--- src/rtl/inj_sched_pkg.sv ---
// Shared types and width helpers for the injection scheduler.
package inj_sched_pkg;

  typedef enum logic [2:0] {
    IDLE  = 3'd0,
    INIT  = 3'd1,
    RUN   = 3'd2,
    DRAIN = 3'd3,
    DONE  = 3'd4
  } state_t;

  // Bits needed to hold values 0..max_val; never narrower than one bit.
  function automatic int cnt_width(input int max_val);
    return (max_val < 1) ? 1 : $clog2(max_val + 1);
  endfunction

  localparam int DEF_NUM_PORTS  = 4;
  localparam int DEF_TEST_CASES = 5;
  localparam int DEF_CREDIT_MAX = 4;
  localparam int DEF_INJ_PERIOD = 1;
  localparam int DEF_CNT_W      = cnt_width(DEF_TEST_CASES);
  localparam int DEF_CRD_W      = cnt_width(DEF_CREDIT_MAX);
  localparam int DEF_TMR_W      = cnt_width(DEF_INJ_PERIOD - 1);

endpackage

--- src/rtl/inj_port_ctrl.sv ---
// One injection port: credit counter, rate timer, issue count, error flag.
// Stall flag output exists only when INJ_SCHED_STATS_EN is defined.
module inj_port_ctrl #(
  parameter int TEST_CASES = 5,
  parameter int CREDIT_MAX = 4,
  parameter int INJ_PERIOD = 1,
  parameter int CNT_W      = 3,
  parameter int CRD_W      = 3,
  parameter int TMR_W      = 1
) (
  input  logic             clk,
  input  logic             rst,
  input  logic             i_run,
  input  logic             i_clear,
  input  logic             i_credit_ret,
  output logic             o_en,
  output logic             o_cnt_done,
  output logic             o_credit_full,
  output logic             o_err,
`ifdef INJ_SCHED_STATS_EN
  output logic             o_stall,
`endif
  output logic [CNT_W-1:0] o_count
);

  localparam logic [CNT_W-1:0] LP_TC     = CNT_W'(TEST_CASES);
  localparam logic [CRD_W-1:0] LP_CRD    = CRD_W'(CREDIT_MAX);
  localparam logic [TMR_W-1:0] LP_RELOAD = TMR_W'(INJ_PERIOD - 1);

  logic [CNT_W-1:0] r_count;
  logic [CRD_W-1:0] r_credit;
  logic [TMR_W-1:0] r_timer;
  logic             r_err;
  logic             w_en;

  assign o_cnt_done    = (r_count >= LP_TC);
  assign o_credit_full = (r_credit == LP_CRD);
  assign w_en          = i_run & ~o_cnt_done & (r_credit != '0) & (r_timer == '0);
  assign o_en          = w_en;
  assign o_err         = r_err;
  assign o_count       = r_count;
`ifdef INJ_SCHED_STATS_EN
  assign o_stall       = ~o_cnt_done & (r_timer == '0) & (r_credit == '0);
`endif

  always_ff @(posedge clk or posedge rst) begin
    if (rst) begin
      r_count  <= '0;
      r_credit <= LP_CRD;
      r_timer  <= '0;
      r_err    <= 1'b0;
    end else begin
      if (i_clear) begin
        r_count <= '0;
        r_timer <= '0;
      end else if (w_en) begin
        r_count <= r_count + 1'b1;
        r_timer <= LP_RELOAD;
      end else if (r_timer != '0) begin
        r_timer <= r_timer - 1'b1;
      end
      // An issue and a return on the same edge cancel out.
      if (w_en && !i_credit_ret) begin
        r_credit <= r_credit - 1'b1;
      end else if (!w_en && i_credit_ret) begin
        if (!o_credit_full) r_credit <= r_credit + 1'b1;
        else                r_err    <= 1'b1;
      end
    end
  end

endmodule

--- src/rtl/injection_scheduler.sv ---
// Run sequencer for the test-vector input buffers: restart, credit/rate-gated
// injection, drain, done. Define INJ_SCHED_STATS_EN to add stall_cycles.
module injection_scheduler
  import inj_sched_pkg::*;
#(
  parameter int NUM_PORTS  = DEF_NUM_PORTS,
  parameter int TEST_CASES = DEF_TEST_CASES,
  parameter int CREDIT_MAX = DEF_CREDIT_MAX,
  parameter int INJ_PERIOD = DEF_INJ_PERIOD,
  localparam int CNT_W     = cnt_width(TEST_CASES),
  localparam int CRD_W     = cnt_width(CREDIT_MAX),
  localparam int TMR_W     = cnt_width(INJ_PERIOD - 1)
) (
  input  logic                       clk,
  input  logic                       rst,
  input  logic                       start,
  input  logic [NUM_PORTS-1:0]       credit_ret,
  output logic                       buf_rst,
  output logic [NUM_PORTS-1:0]       buf_en,
  output logic                       busy,
  output logic                       done,
  output logic                       credit_err,
  output state_t                     dbg_state,
`ifdef INJ_SCHED_STATS_EN
  output logic [31:0]                stall_cycles,
`endif
  output logic [NUM_PORTS*CNT_W-1:0] inj_count
);

  state_t               r_state;
  state_t               w_next;
  logic                 w_run;
  logic                 w_clear;
  logic [NUM_PORTS-1:0] w_cnt_done;
  logic [NUM_PORTS-1:0] w_crd_full;
  logic [NUM_PORTS-1:0] w_err;
`ifdef INJ_SCHED_STATS_EN
  logic [NUM_PORTS-1:0] w_stall;
  logic [31:0]          r_stall_cycles;
`endif

  always_ff @(posedge clk or posedge rst) begin
    if (rst) r_state <= IDLE;
    else     r_state <= w_next;
  end

  always_comb begin
    w_next = r_state;
    case (r_state)
      IDLE:    if (start) w_next = INIT;
      INIT:    w_next = RUN;
      RUN:     if (&w_cnt_done) w_next = DRAIN;
      DRAIN:   if (&w_crd_full) w_next = DONE;
      DONE:    if (start) w_next = INIT;
      default: w_next = IDLE;
    endcase
  end

  always_comb begin
    buf_rst = (r_state == INIT);
    w_clear = (r_state == INIT);
    w_run   = (r_state == RUN);
    busy    = (r_state == INIT) || (r_state == RUN) || (r_state == DRAIN);
    done    = (r_state == DONE);
  end

  assign credit_err = |w_err;
  assign dbg_state  = r_state;

  for (genvar g = 0; g < NUM_PORTS; g++) begin : g_port
    inj_port_ctrl #(
      .TEST_CASES (TEST_CASES),
      .CREDIT_MAX (CREDIT_MAX),
      .INJ_PERIOD (INJ_PERIOD),
      .CNT_W      (CNT_W),
      .CRD_W      (CRD_W),
      .TMR_W      (TMR_W)
    ) u_port (
      .clk           (clk),
      .rst           (rst),
      .i_run         (w_run),
      .i_clear       (w_clear),
      .i_credit_ret  (credit_ret[g]),
      .o_en          (buf_en[g]),
      .o_cnt_done    (w_cnt_done[g]),
      .o_credit_full (w_crd_full[g]),
      .o_err         (w_err[g]),
`ifdef INJ_SCHED_STATS_EN
      .o_stall       (w_stall[g]),
`endif
      .o_count       (inj_count[g*CNT_W +: CNT_W])
    );
  end

`ifdef INJ_SCHED_STATS_EN
  // Counts RUN cycles lost purely to missing credit; saturating.
  always_ff @(posedge clk or posedge rst) begin
    if (rst)                         r_stall_cycles <= '0;
    else if (r_state == INIT)        r_stall_cycles <= '0;
    else if (w_run && (|w_stall) && (r_stall_cycles != '1))
                                     r_stall_cycles <= r_stall_cycles + 1'b1;
  end
  assign stall_cycles = r_stall_cycles;
`endif

endmodule

--- config.mk ---
export PLATFORM = sky130hd
export DESIGN_NAME = injection_scheduler
export DESIGN_NICKNAME = d
export VERILOG_FILES = /design/src/rtl/inj_sched_pkg.sv /design/src/rtl/inj_port_ctrl.sv /design/src/rtl/injection_scheduler.sv
export SDC_FILE = /design/constraint.sdc
export NUM_CORES = 1
export LEC_CHECK = 0
export CORE_MARGIN = 4
export CORE_UTILIZATION = 42
export DETAILED_ROUTE_END_ITERATION = 7
export PLACE_DENSITY = 0.68
export SKIP_CTS_REPAIR_TIMING = 1
export SLEW_MARGIN = 20
export SYNTH_ARGS = -nofsm -noshare
export SYNTH_HDL_FRONTEND = slang
export SYNTH_SLANG_ARGS = --single-unit
--- constraint.sdc ---
create_clock -name clk -period 3.4 [get_ports clk]
set_clock_uncertainty 0.1 [all_clocks]
set_input_delay 0.68 -clock clk [delete_from_list [all_inputs] [get_ports clk]]
set_output_delay 0.68 -clock clk [all_outputs]
set_load 0.005 [all_outputs]
==> results of run 1 <==
## layer usage
| layer | track usage | up-vias | wire length, um |
|---|---|---|---|
| met1 | 0.192 | 682 | 1810 |
| met5 | 0 | - | 0 |
| met4 | 0.0485 | 0 | 50 |
| met3 | 0.0422 | 7 | 171 |
| met2 | 0.236 | 27 | 1640 |
| li1 | - | 729 | - |
## cells by family (layout without fill, tap and decap cells)
group                    after synthesis  after routing  share of synthesized area
AND/OR/NAND/NOR                       50             50                      0.135
AO/OA/AOI/OAI                         48             48                      0.184
buffers and inverters                 37             70                     0.0801
flip-flops                            31             31                      0.407
adder cells (fa/ha/maj)               20             20                      0.146
XOR/XNOR                               6              6                     0.0274
multiplexers                           4              4                     0.0208
## path summary, 6_finish.rpt
check                                                 start                      endpoint  slack, ps  cells past startpoint
worst max-delay path            g_port[2].u_port.o_count[0]                     buf_en[2]        410                      4
worst min-delay path                 g_port[3].u_port.o_err        g_port[3].u_port.o_err        350                      1
worst max register to register  g_port[2].u_port.o_count[0]  g_port[2].u_port.r_credit[2]        680                      9
worst min register to register       g_port[3].u_port.o_err        g_port[3].u_port.o_err        350                      1
max in group asynchronous                               rst  g_port[1].u_port.r_credit[2]       2200                      3
min in group asynchronous                               rst   g_port[2].u_port.o_count[1]        670                      3
## cells in the mapped netlist, drive strengths merged
library cell	instances	share of area
and4	1	0.0046
xnor2	6	0.027
ha	16	0.10
or4	1	0.0039
mux2i	4	0.021
fa	4	0.042
a211oi	4	0.026
a311o	3	0.016
nor2	17	0.033
nand2	17	0.038
dfstp	4	0.055
or2	2	0.0065
a31oi	7	0.023
buf	4	0.016
a21oi	8	0.021
a21o	4	0.016
nand3	2	0.0052
inv	32	0.063
nor3b	6	0.029
nand2b	1	0.0033
or2b	1	0.0039
a221oi	1	0.0046
nor4	1	0.0033
a211o	2	0.0091
clkbuf	1	0.0020
o22ai	1	0.0033
o211ai	2	0.0078
dfrtp	27	0.35
o31ai	3	0.012
and2	1	0.0033
o21ai	9	0.023
o311a	4	0.023
## metrics by stage
step,hold WS (ps),util,instances
floorplan,319,-,196
global placement,334,0.513,273
detailed placement,338,0.513,273
CTS,352,0.536,281
global route,370,0.536,281
finish,350,0.536,281
## state kept, by name (all words and copies together), names as in the netlist
register                cells
dbg_state                   3
g_port.u_port.o_count      12
g_port.u_port.o_err         4
g_port.u_port.r_credit     12
## area by class of cell
cell class              count  area [um^2]  area share
multi-input cells         128          986       0.420
flip-flops and latches     31          781       0.332
repair buffers             30          298       0.127
inverters                  32          120      0.0511
clock buffers               8          100      0.0426
well taps                  52         65.1      0.0277
## power by group through the flow
stage | sequential (mW) | clock [mW] | combinational (mW)
finish | 0.795 | 0.319 | 1.39
CTS | 0.795 | 0.330 | 1.41
global placement | 0.793 | 0 | 1.37
detailed placement | 0.799 | 0 | 1.40
floorplan | 0.755 | 0 | 1.03
global route | 0.829 | 0.344 | 1.58
## critical path, stage by stage, from the launching register on
cell,delay (ps)
dfrtp_1,440
ha_1,220
o31ai_1,370
o311a_2,360
clkdlybuf4s50_1,530
==> impl_metrics.py, run 1 <==
metrics = {
    "sta": {
        "maxSlewHeadroom": 0.742,
        "slew_violations": 0,
        "setup_tns_ps": 0,
        "period_minus_slack_ps": 2990,
        "tightestPinTransition_ps": 384,
        "hold_viol": 0,
        "setup_ws_ps": 411,
        "post-route-period-util": 0.879,
        "fmax_mhz": 335,
        "rsz0062_at_grt": "false",
        "setup_viol": 0,
    },
    "drt": {
        "via_per_inst": 5.14,
        "drtIter0Drc": 106,
        "via_count": 1445,
        "ant_nets": 0,
        "wl_um": 3670,
        "drcViolationCount": 0,
        "drt-pass1-iter-count": 4,
        "wl_per_cell_um": 13.0,
    },
    "cts": {
        "tritoncts": "yes",
        "cts_buffer_depth": 2,
        "clk_pin_slew_ps": 70,
        "numClockSinks": 31,
        "ctsHtreeMaxLevel": 2,
        "clock_latency_ps": 280,
        "root_buffer": "clkbuf_8",
        "numCtsBuffers": 5,
    },
    "yosys": {
        "ys_ff_latch": 31,
        "netlist_instances": 196,
        "synth_cell_types": 35,
        "synth_area_mm2": 0.00192,
        "ys_seq_area_frac": 0.407,
        "ys_warn_count": 0,
        "syn_area_per_cell_um2": 9.80,
        "synth_fp_nets": 223,
    },
    "layout": {
        "drive_above_1_share": 0.122,
        "n_antenna_cell": 0,
        "layout_common_cells": "31 x inv_1, 29 x clkdlybuf4s50_1, 27 x dfrtp_1",
        "nNetsFinal": 255,
        "finalInstanceArea_mm2": 0.00235,
        "syn2layout_area_growth_pct": 22.3,
        "layout.cells.most_common": "inv_1",
        "nFillCells": 405,
    },
    "floorplanning": {
        "core_mm2": 0.00438,
        "die_x_um": 75.6,
        "die_h_um": 75.6,
        "num_rows": 24,
        "dieArea_mm2": 0.00572,
        "pin_count": 30,
        "start_util": 0.438,
    },
    "placed_design": {
        "placed_area_mm2": 0.00225,
        "numPortBuffers": 29,
        "globalplace.congestion": 0.775,
        "pre_cts_ws_ps": 680,
        "dp_hpwl_um": 2780,
    },
    "worst_setup_path": {
        "critPathCaptureType": "output port",
        "path_max_fanout": 7,
        "start_kind": "flop",
        "path_class": "reg2out",
        "worstPathArrival_ps": 2210,
        "required_ps": 2620,
    },
    "job": {
        "drv_cap": 0,
    },
    "power_and_ir_drop": {
        "leakage_nw": 1.09,
        "peakVddDrop_uv": 532,
        "p_comb_frac": 0.555,
        "power_switching_mw": 1.02,
        "p_per_area_mw_per_mm2": 1060,
        "swShare": 0.408,
        "p_total_mw": 2.50,
        "intPower_mw": 1.48,
        "pwr-share-clk": 0.128,
        "pwr-share-seq": 0.318,
    },
    "hold_path": {
        "hold_path_class": "reg2reg",
    },
    "grt": {
        "grt_pass1_wl_um": 6390,
        "antenna_found_initial": 0,
        "grt_overflow": 0,
        "grt_pass1_vias": 1438,
        "grt_max_degree": 32,
        "grt_usage": 0.147,
    },
    "outcome": {
        "outcome": "finished, final reports clean",
    },
}
(Power assumes the default switching activity.)
==> inputs of run 2 (changes only) <==
Clock period 3.4 ns to 3.1 ns, I/O delays scaled along.
==> impl_metrics.py, run 2 (synthesized netlist as in run 1, its figures left out) <==
metrics = {
    "sta": {
        "tightestPinTransition_ps": 394,
        "setup_tns_ps": 0,
        "rsz0062_at_grt": "false",
        "setup_ws_ps": 238,
        "maxSlewHeadroom": 0.737,
        "hold_viol": 0,
        "period_minus_slack_ps": 2860,
        "slew_violations": 0,
        "setup_viol": 0,
        "fmax_mhz": 349,
        "post-route-period-util": 0.923,
    },
    "placed_design": {
        "pre_cts_ws_ps": 364,
        "dp_hpwl_um": 2770,
        "placed_area_mm2": 0.00225,
        "globalplace.congestion": 0.769,
        "numPortBuffers": 29,
        "dp_cells": 273,
    },
    "worst_setup_path": {
        "critPathCaptureType": "output port",
        "path_buf_inv": 1,
        "crit_chain": "ha_1 > o31ai_1 > o311a_2 > clkdlybuf4s50_1",
        "endpoint": "buf_en[0]",
        "r2r-start": "g_port[2].u_port.o_count[1]",
        "cp.depth": 4,
        "r2r_slack_ps": 440,
        "path_max_fanout": 7,
        "crit_family": "compound AO/OA/AOI/OAI gates",
        "crit_path_max_incr_delay_ps": 530,
        "crit_slowest_cell": "clkdlybuf4s50_1",
        "r2r_end": "g_port[2].u_port.r_credit[2]",
        "path_class": "reg2out",
        "start_kind": "flop",
        "crit_start": "g_port[0].u_port.o_count[0]",
        "r2r_cells": 10,
        "required_ps": 2380,
        "worstPathArrival_ps": 2140,
    },
    "drt": {
        "via_per_inst": 5.15,
        "via_count": 1448,
        "wl_um": 3650,
        "wl_per_cell_um": 13.0,
        "drcViolationCount": 0,
        "drt-pass1-iter-count": 4,
        "drtIter0Drc": 111,
        "ant_nets": 0,
    },
    "layout": {
        "nFillCells": 410,
        "finalInstanceArea_mm2": 0.00237,
        "layout.cells.most_common": "inv_1",
        "drive_above_1_share": 0.131,
        "syn2layout_area_growth_pct": 23.5,
        "nNetsFinal": 255,
        "layout_common_cells": "31 x inv_1, 29 x clkdlybuf4s50_1, 27 x dfrtp_1",
        "n_antenna_cell": 0,
        "instances_no_fill": 281,
    },
    "grt": {
        "grt_pass1_wl_um": 6340,
        "grt_pass1_vias": 1439,
        "grt_usage": 0.148,
        "grt_overflow": 0,
        "grt_max_degree": 32,
        "antenna_found_initial": 0,
    },
    "job": {
        "drv_cap": 0,
    },
    "floorplanning": {
        "die_x_um": 75.6,
        "start_util": 0.438,
        "dieArea_mm2": 0.00572,
        "core_mm2": 0.00438,
        "num_rows": 24,
        "pin_count": 30,
        "die_h_um": 75.6,
    },
    "power_and_ir_drop": {
        "p_per_area_mw_per_mm2": 1180,
        "p_total_mw": 2.80,
        "peakVddDrop_uv": 606,
        "leakage_nw": 1.10,
    },
    "cts": {
        "numCtsBuffers": 5,
        "cts_buffer_depth": 2,
        "clk_pin_slew_ps": 70,
        "clock_latency_ps": 290,
        "tritoncts": "yes",
        "root_buffer": "clkbuf_8",
        "ctsHtreeMaxLevel": 2,
        "numClockSinks": 31,
    },
    "outcome": {
        "outcome": "finished, final reports clean",
    },
    "hold_path": {
        "hold_path_class": "reg2reg",
    },
}
==> run 2: cell count changes in the layout (fill, tap and decap cells not counted), sizes merged <==
cell / before / now
clkbuf: 8 / 6
clkinv: 0 / 1
bufinv: 0 / 1
==> run 2: layout make-up <==
| class | instances | area, um^2 | share of cell area |
|---|---|---|---|
| multi-input combinational | 128 | 991 | 0.418 |
| sequential | 31 | 781 | 0.329 |
| timing repair buffer | 30 | 298 | 0.126 |
| inverter | 32 | 120 | 0.0506 |
| clock buffer | 6 | 82.6 | 0.0348 |
| tap | 52 | 65.1 | 0.0274 |
| clock inverter | 2 | 35.0 | 0.0148 |
==> run 2: report_power, final <==
part | internal, mW | switching [mW] | leakage, nW
sequential | 0.635 | 0.241 | 0.349
combinational | 0.787 | 0.732 | 0.688
clock | 0.260 | 0.150 | 0.0612
==> run 2: worst min-delay path by stage <==
stage | slack, ps | cells past startpoint | startpoint | end
after global routing | 380 | 1 | g_port[0].u_port.o_err | g_port[0].u_port.o_err
after detailed placement | 350 | 1 | g_port[0].u_port.o_err | g_port[0].u_port.o_err
after CTS | 360 | 1 | g_port[3].u_port.o_err | g_port[3].u_port.o_err
after floorplan | 320 | 1 | g_port[2].u_port.o_err | g_port[2].u_port.o_err
final | 360 | 1 | g_port[3].u_port.o_err | g_port[3].u_port.o_err
after global placement | 330 | 1 | g_port[2].u_port.o_err | g_port[2].u_port.o_err
==> run 2: routing by layer <==
metal | routed length, um | share of wire | vias up | global-route usage
met2 | 1670 | 0.46 | 28 | 0.226
met1 | 1740 | 0.48 | 687 | 0.193
met5 | 0 | 0 | - | 0
met3 | 186 | 0.051 | 6 | 0.0554
met4 | 55 | 0.015 | 0 | 0.0485
li1 | - | - | 727 | -
==> run 2: metrics by stage <==
stage | hold slack, ps | util
6_report | 365 | 0.541
5_1_grt | 382 | 0.541
3_5_place_dp | 346 | 0.513
4_1_cts | 361 | 0.540
3_3_place_gp | 332 | 0.513
2_1_floorplan | 319 | -
==> inputs of run 3 (changes only) <==
Settings changed: CELL_PAD_IN_SITES_DETAIL_PLACEMENT from default to 0, CELL_PAD_IN_SITES_GLOBAL_PLACEMENT from default to 1, CORE_UTILIZATION 42 to 41, PLACE_DENSITY 0.68 to 0.82.
==> impl_metrics.py, run 3 (synthesized netlist as in run 1, its figures left out) <==
metrics = {
    "worst_setup_path": {
        "r2r-start": "g_port[0].u_port.o_count[0]",
        "worstPathArrival_ps": 2200,
        "critPathCaptureType": "output port",
        "r2r_slack_ps": 410,
        "path_max_fanout": 7,
        "start_kind": "flop",
        "crit_chain": "ha_1 > o31ai_1 > o311a_2 > clkdlybuf4s50_1",
        "required_ps": 2380,
        "crit_slowest_cell": "clkdlybuf4s50_1",
        "path_class": "reg2out",
        "crit_path_max_incr_delay_ps": 530,
        "crit_start": "g_port[0].u_port.o_count[0]",
    },
    "grt": {
        "grt_max_degree": 32,
        "grt_overflow": 0,
        "grt_usage": 0.133,
        "grtUsageMet3": 0.0414,
        "use_met2": 0.211,
        "grt_busiest_layer": "met2",
        "grt_pass1_vias": 1388,
        "grt_pass1_wl_um": 6310,
        "antenna_found_initial": 0,
        "grtUsageMet1": 0.173,
    },
    "floorplanning": {
        "start_util": 0.432,
        "die_x_um": 76.4,
        "num_rows": 24,
        "dieArea_mm2": 0.00584,
        "die_h_um": 76.4,
        "pin_count": 30,
        "core_mm2": 0.00444,
    },
    "outcome": {
        "outcome": "finished, final reports clean",
    },
    "hold_path": {
        "hold_start": "g_port[1].u_port.o_err",
        "hold_path_class": "reg2reg",
    },
    "drt": {
        "drtIter0Drc": 32,
        "wl_per_cell_um": 13.2,
        "ant_nets": 0,
        "drt-pass1-iter-count": 4,
        "wl_um": 3710,
        "via_count": 1449,
        "via_per_inst": 5.16,
        "drcViolationCount": 0,
    },
    "power_and_ir_drop": {
        "p_per_area_mw_per_mm2": 1160,
        "swShare": 0.415,
        "peakVddDrop_uv": 513,
        "p_comb_frac": 0.563,
        "p_total_mw": 2.70,
        "pwr-share-seq": 0.323,
        "power_switching_mw": 1.12,
        "pwr-share-clk": 0.114,
        "intPower_mw": 1.58,
        "leakage_nw": 1.08,
    },
    "sta": {
        "tightestPinTransition_ps": 432,
        "hold_viol": 0,
        "slew_violations": 0,
        "setup_tns_ps": 0,
        "fmax_mhz": 343,
        "rsz0062_at_grt": "false",
        "post-route-period-util": 0.941,
        "setup_ws_ps": 182,
        "setup_viol": 0,
        "maxSlewHeadroom": 0.710,
        "period_minus_slack_ps": 2920,
    },
    "cts": {
        "tritoncts": "yes",
        "cts_buffer_depth": 2,
        "clk_pin_slew_ps": 70,
        "ctsHtreeMaxLevel": 2,
        "root_buffer": "clkbuf_8",
        "clock_latency_ps": 280,
        "numClockSinks": 31,
        "numCtsBuffers": 5,
    },
    "placed_design": {
        "globalplace.congestion": 0.788,
        "pre_cts_ws_ps": 385,
        "numPortBuffers": 29,
        "dp_hpwl_um": 2760,
    },
    "layout": {
        "layout_common_cells": "31 x inv_1, 29 x clkdlybuf4s50_1, 27 x dfrtp_1",
        "postLayoutCoreUtil": 0.524,
        "nFillCells": 436,
        "layout.cells.most_common": "inv_1",
        "n_antenna_cell": 0,
        "drive_above_1_share": 0.118,
        "syn2layout_area_growth_pct": 21.4,
        "multi_input_area_um2": 986,
        "regArea_um2": 781,
        "nNetsFinal": 255,
    },
    "job": {
        "drv_cap": 0,
    },
}
run 3: cell types whose count changed in the layout (fill, tap and decap cells not counted), sizes merged:
cell    before  now
bufinv       1    0
clkbuf       6    7
run 3: worst max-delay path: cells and delay by family, from the launching register on:
family | cells | cell delay (ps)
compound gates | 2 | 740
fa+ha+maj | 1 | 210
buf+inv | 1 | 530
flops | 1 | 430
run 3: path summary, 6_finish.rpt:
path / end / depth (start not counted)
min in group asynchronous: g_port[3].u_port.o_count[0] / 3
max in group asynchronous: g_port[1].u_port.r_credit[2] / 3
worst min-delay path: g_port[1].u_port.o_err / 1
worst max-delay path: buf_en[0] / 4
worst max register to register: g_port[0].u_port.r_credit[2] / 9
worst min register to register: g_port[1].u_port.o_err / 1
run 3: stage by stage:
stage	hold WS [ps]	std cells	cell area, um^2
after floorplan	319	196	1920
after CTS	355	281	2330
after detailed placement	340	273	2250
after global placement	336	273	2250
final	354	281	2330
after global routing	373	281	2330
run 3: per-layer routing:
metal  share of wire  routed length, um  up-vias
met5               0                  0        -
met4           0.013                 49        0
met3           0.047                173        6
met2            0.45               1690       28
met1            0.49               1800      684
li1                -                  -      731
run 3: power groups by stage:
| stage | logic [mW] | clock network, mW | registers (mW) |
|---|---|---|---|
| floorplan | 1.13 | 0 | 0.828 |
| global placement | 1.53 | 0 | 0.874 |
| detailed placement | 1.53 | 0 | 0.876 |
| CTS | 1.54 | 0.315 | 0.872 |
| global route | 1.74 | 0.335 | 0.907 |
| finish | 1.52 | 0.307 | 0.872 |
run 3: layout make-up:
type                    instances  share of cell area
clock buffers                   7              0.0327
clock inverters                 1             0.00215
inverters                      32              0.0515
multi-input cells             128               0.423
flip-flops and latches         31               0.335
well taps                      52              0.0279
repair buffers                 30               0.128
